[config.mk]
export PLATFORM = sky130hd
export DESIGN_NAME = apb_route_ctrl
export DESIGN_NICKNAME = d
export VERILOG_FILES = /design/src/rtl/apb_route_ctrl.sv
export SDC_FILE = /design/constraint.sdc
export NUM_CORES = 1
export LEC_CHECK = 0
export CORE_UTILIZATION = 29
export CTS_CLUSTER_SIZE = 30
export DETAILED_ROUTE_END_ITERATION = 8
export PLACE_DENSITY = 0.64
export SYNTH_ARGS = -nofsm -noshare
export SYNTH_HDL_FRONTEND = slang
export SYNTH_SLANG_ARGS = --single-unit
[constraint.sdc]
create_clock -name clk -period 2.1 [get_ports clk]
set_input_delay 0.42 -clock clk [delete_from_list [all_inputs] [get_ports clk]]
set_output_delay 0.42 -clock clk [all_outputs]
set_load 0.05 [all_outputs]
[src/rtl/apb_route_ctrl.sv]
// apb_route_ctrl
//   Routes one APB-style requester to one of NUM_COMP completers. A transaction
//   starts when psel is seen high in IDLE. At that point comp_id is latched as the
//   target. The controller requests the target (rn_valid) and waits for its
//   ready. While the target is ready it holds the crossbar select. It flags an
//   unmapped id (route_err) or a completer that stays silent too long
//   (timeout_err). Every output comes straight from a flop.
//
// Ports
//   clk           rising-edge clock
//   rst_n         synchronous active-low reset
//   psel          requester select; a transaction lasts while it is high
//   comp_id       target completer index, sampled only at transaction start
//   cn_ready      per-completer ready
//   rn_valid      one-hot request to the target completer
//   crossbar_sel  0 = no route, k+1 = completer k
//   route_err     comp_id did not map to a completer
//   timeout_err   target completer was not ready within TIMEOUT_CYC cycles
//   busy          controller is not IDLE
//   done          one-cycle pulse when a transfer ends normally
module apb_route_ctrl #(
  parameter int unsigned NUM_COMP    = 4,
  parameter int unsigned CID_W       = 4,
  parameter int unsigned TIMEOUT_CYC = 16,
  localparam int unsigned SEL_W      = $clog2(NUM_COMP + 1)
) (
  input  logic                clk,
  input  logic                rst_n,
  input  logic                psel,
  input  logic [CID_W-1:0]    comp_id,
  input  logic [NUM_COMP-1:0] cn_ready,
  output logic [NUM_COMP-1:0] rn_valid,
  output logic [SEL_W-1:0]    crossbar_sel,
  output logic                route_err,
  output logic                timeout_err,
  output logic                busy,
  output logic                done
);

  localparam int unsigned CNT_RAW = $clog2(TIMEOUT_CYC + 1);
  localparam int unsigned CNT_W   = (CNT_RAW < 1) ? 1 : CNT_RAW;
  localparam logic [CNT_W-1:0] CNT_LAST =
    CNT_W'((TIMEOUT_CYC > 0) ? TIMEOUT_CYC - 1 : 0);

  localparam logic [1:0] ST_IDLE = 2'd0;
  localparam logic [1:0] ST_REQ  = 2'd1;
  localparam logic [1:0] ST_XFER = 2'd2;
  localparam logic [1:0] ST_ERR  = 2'd3;

  logic [1:0]          state_q, state_d;
  logic [CID_W-1:0]    tgt_q, tgt_d;
  logic [CNT_W-1:0]    cnt_q, cnt_d;
  logic [NUM_COMP-1:0] rn_valid_q, rn_valid_d;
  logic [SEL_W-1:0]    crossbar_sel_q, crossbar_sel_d;
  logic                route_err_q, route_err_d;
  logic                timeout_err_q, timeout_err_d;
  logic                busy_q, busy_d;
  logic                done_q, done_d;

  logic [NUM_COMP-1:0] tgt_oh_q, tgt_oh_d;
  logic                ready_tgt;

  // One-hot decodes of the current and next target. Matching against the
  // one-hot avoids indexing cn_ready with the wider CID_W-bit id.
  always_comb begin
    tgt_oh_q = '0;
    tgt_oh_d = '0;
    for (int unsigned i = 0; i < NUM_COMP; i++) begin
      tgt_oh_q[i] = (tgt_q == CID_W'(i));
      tgt_oh_d[i] = (tgt_d == CID_W'(i));
    end
  end

  assign ready_tgt = |(cn_ready & tgt_oh_q);

  always_comb begin
    state_d       = state_q;
    tgt_d         = tgt_q;
    cnt_d         = cnt_q;
    route_err_d   = route_err_q;
    timeout_err_d = timeout_err_q;
    done_d        = 1'b0;

    case (state_q)
      ST_IDLE: begin
        if (psel) begin
          tgt_d = comp_id;
          cnt_d = '0;
          if (comp_id < CID_W'(NUM_COMP)) begin
            state_d = ST_REQ;
          end else begin
            state_d     = ST_ERR;
            route_err_d = 1'b1;
          end
        end
      end
      ST_REQ: begin
        if (!psel) begin
          state_d = ST_IDLE;
        end else if (ready_tgt) begin
          state_d = ST_XFER;
        end else if ((TIMEOUT_CYC != 0) && (cnt_q == CNT_LAST)) begin
          state_d       = ST_ERR;
          timeout_err_d = 1'b1;
        end else if (cnt_q != '1) begin
          cnt_d = cnt_q + CNT_W'(1);
        end
      end
      ST_XFER: begin
        if (!psel) begin
          state_d = ST_IDLE;
          done_d  = 1'b1;
        end else if (!ready_tgt) begin
          state_d = ST_REQ;
          cnt_d   = '0;
        end
      end
      ST_ERR: begin
        if (!psel) begin
          state_d = ST_IDLE;
        end
      end
      default: state_d = ST_IDLE;
    endcase

    // Error flags only live in ERR; leaving it clears both.
    if (state_d != ST_ERR) begin
      route_err_d   = 1'b0;
      timeout_err_d = 1'b0;
    end

    // Outputs are computed from the next state so that they are registered
    // and still take effect in the cycle that follows the deciding edge.
    rn_valid_d     = ((state_d == ST_REQ) || (state_d == ST_XFER)) ? tgt_oh_d : '0;
    crossbar_sel_d = (state_d == ST_XFER) ? (SEL_W'(tgt_d) + SEL_W'(1)) : '0;
    busy_d         = (state_d != ST_IDLE);
  end

  always_ff @(posedge clk) begin
    if (!rst_n) begin
      state_q        <= ST_IDLE;
      tgt_q          <= '0;
      cnt_q          <= '0;
      rn_valid_q     <= '0;
      crossbar_sel_q <= '0;
      route_err_q    <= 1'b0;
      timeout_err_q  <= 1'b0;
      busy_q         <= 1'b0;
      done_q         <= 1'b0;
    end else begin
      state_q        <= state_d;
      tgt_q          <= tgt_d;
      cnt_q          <= cnt_d;
      rn_valid_q     <= rn_valid_d;
      crossbar_sel_q <= crossbar_sel_d;
      route_err_q    <= route_err_d;
      timeout_err_q  <= timeout_err_d;
      busy_q         <= busy_d;
      done_q         <= done_d;
    end
  end

  assign rn_valid     = rn_valid_q;
  assign crossbar_sel = crossbar_sel_q;
  assign route_err    = route_err_q;
  assign timeout_err  = timeout_err_q;
  assign busy         = busy_q;
  assign done         = done_q;

endmodule

==> impl_metrics.toml <==
[cts]
clock-sinks = 22
cts_tree = "done"
cts_hold_buf = 0
clkSlewWorstSetupHoldPaths_ns = 0.08
ctsLongestPathBuffers = 2
cts-root-buf = "clkbuf_8"
htree_levels = 1
insertion_delay_ns = 0.26
cts_made_buffers = 3

[placement]
place_ws_ns = -0.116
place_area_sq_um = 1500
gp_congestion = 0.782
hpwlAfterDp_microns = 1800
place_inst = 201
io_buffers = 21

[setup_path]
worstSetupPathType = "reg2reg"
worstSetupStartpointType = "flop"
worstPathRequired_ns = 2.30
end_kind = "flop"
cp_data_arrival_time_ns = 2.23
worstPathMaxFanout = 4

[power_and_ir_drop]
power_frac_comb_pct = 23.5
sw_frac_of_total_pct = 26.9
ir_worst_vdd_uv = 204
pwr_density_cell_nw_per_um2 = 606
p_switching_mw = 0.264
power.total_mw = 0.979
clockPowerShare_pct = 30.8
p_int_mw = 0.715
p_leak_nw = 0.685
pwr-share-seq_pct = 45.6

[route]
via_per_inst = 4.44
vias = 920
drtPass1Iterations = 5
wl_per_cell_microns = 11.9
drtIter0Drc = 9
drt_wl_total_microns = 2460
drc = 1
ant_nets = 0

[cells_and_area]
antenna_cells = 0
finalNetCount = 181
synthToLayoutAreaGrowth_pct = 47.0
stdcell_area_sq_um = 1620
layout.cells.non_filler = 207
drive_gt1_share_pct = 23.3

[synthesis]
synth-edff-count = 0
synth-async-reset-ratio_pct = 0
syn_nets = 136
synthCells = 115
yosys.cell_types.count = 37
synth_area_sq_um = 1100
avgSynthCellArea_sq_um = 9.56
ys_seq_area_share_pct = 40.0
synth-seq-cells = 22
yosysWarnings = 0
synth_top_flop_cell = "dfxtp_1"

[timing]
hold_viol = 0
rsz0062_at_grt = "true"
min_period_ns = 2.03
setup_slack_ns = 0.0662
fin_crit_sh_pct = 96.8
fmax_mhz = 492
finalMaxSlewViolations = 0
finalSetupViolations = 0
relSlewSlack_pct = 65.5
max_slew.worst_pin.slew_ns = 0.516
fin_worst_skew_ns = 0.00388

[grt]
grt_pass1_wl_microns = 4060
grt_max_degree = 13
first_global_vias = 965
overflow = 0
antenna_found_initial = 0
grt_use_total_pct = 12.9

[floorplanning]
core_sq_um = 3660
die_h_microns = 63.6
std_cell_rows = 22
start_util_pct = 30.0
die_w_microns = 63.6
ios = 22
die-area_sq_um = 4040

[worst_hold_path]
hp-class = "reg2reg"

[run_status]
violations = "design-rule violations"
outcome = "finished with violations"

[flow_run]
maxCapViolCount = 0
## what timing repair did
action,4_1_cts,5_1_grt
endpoints found under the setup margin,4,8
pin swaps,1,6
buffers inserted,0,2
gates resized for setup,3,5
## cells by family (layout without fill, tap and decap cells)
family | count (synthesis) | after routing | share of synthesized area [%]
flops | 22 | 22 | 40.0
xor+xnor | 2 | 2 | 1.59
compound gates | 13 | 13 | 9.33
buf+inv | 17 | 61 | 6.60
simple gates | 43 | 43 | 23.8
fa+ha+maj | 10 | 10 | 11.4
mux | 8 | 8 | 7.28
## critical path, stage by stage (launching register included)
cell      delay [ns]
dfxtp_2         0.34
ha_4            0.15
and3_4          0.19
ha_4            0.16
nor3b_2         0.17
a21oi_1         0.05
o211a_1         0.25
ha_1            0.26
nand4b_1        0.25
nor2_1          0.14
## synthesized netlist by cell type, drive strengths merged, types with 2 or more instances
master | n | area, sq um
o21ai | 2 | 10.0
and3 | 5 | 31.3
clkbuf | 3 | 12.5
ha | 10 | 125
o22ai | 2 | 18.8
nor2 | 7 | 26.3
nor3 | 2 | 15.0
a21oi | 3 | 15.0
nor2b | 5 | 31.3
inv | 13 | 48.8
nand2 | 8 | 30.0
nand3 | 2 | 10.0
mux2i | 8 | 80.1
or3 | 2 | 12.5
dfxtp | 22 | 440
nor3b | 3 | 33.8
and2 | 3 | 18.8
## final timing paths
path	from	end	slack (ns)	cells after the start
max reg2reg	cnt_q[0]	rn_valid[2]	0.07	9
min reg2reg	route_err	route_err	0.45	2
min	route_err	route_err	0.45	2
max	cnt_q[0]	rn_valid[2]	0.07	9
## metal layers
layer,GRT usage [%],part of all wire (%),vias up
li1,-,-,477
met1,15.5,45,423
met2,21.3,50,14
met3,2.54,2.2,6
met4,7.39,2.2,0
met5,0,0,-
## stage by stage
step	TNS, ns	hold slack [ns]	util (%)
after global placement	-0.410	0.439	41.1
final	0	0.450	44.2
after CTS	0	0.457	42.8
after detailed placement	-0.475	0.436	41.1
after global routing	-0.130	0.473	44.2
after floorplan	0	0.447	-
## state kept, by name (all words and copies together), names as in the netlist
register / count
state_q: 2
rn_valid: 4
tgt_q: 4
timeout_err: 1
route_err: 1
done: 1
busy: 1
cnt_q: 5
crossbar_sel: 3
## area by class of cell
class / count / area [sq um]
multi-input cells: 76 / 628
fillers: 342 / 2040
clock buffers: 4 / 55.1
well taps: 48 / 60.1
flip-flops and latches: 22 / 442
inverters: 13 / 48.8
repair buffers: 44 / 383
## power groups by stage
stage               Sequential (mW)  Combinational, mW  Clock (mW)
floorplan                     0.481              0.102           0
global placement              0.456              0.223           0
detailed placement            0.456              0.224           0
CTS                           0.447              0.226       0.312
global route                  0.449              0.254       0.333
finish                        0.447              0.230       0.302
## cell usage in the layout (no fill, tap or decap), drive strengths merged, types with 3 or more instances in the layout
master         count
a21oi              3
and2               3
and3               5
buf               23
clkbuf             4
clkdlybuf4s50     21
dfxtp             22
ha                10
inv               13
mux2i              8
nand2              8
nor2               7
nor2b              5
nor3b              3
(Power assumes the default switching activity.)
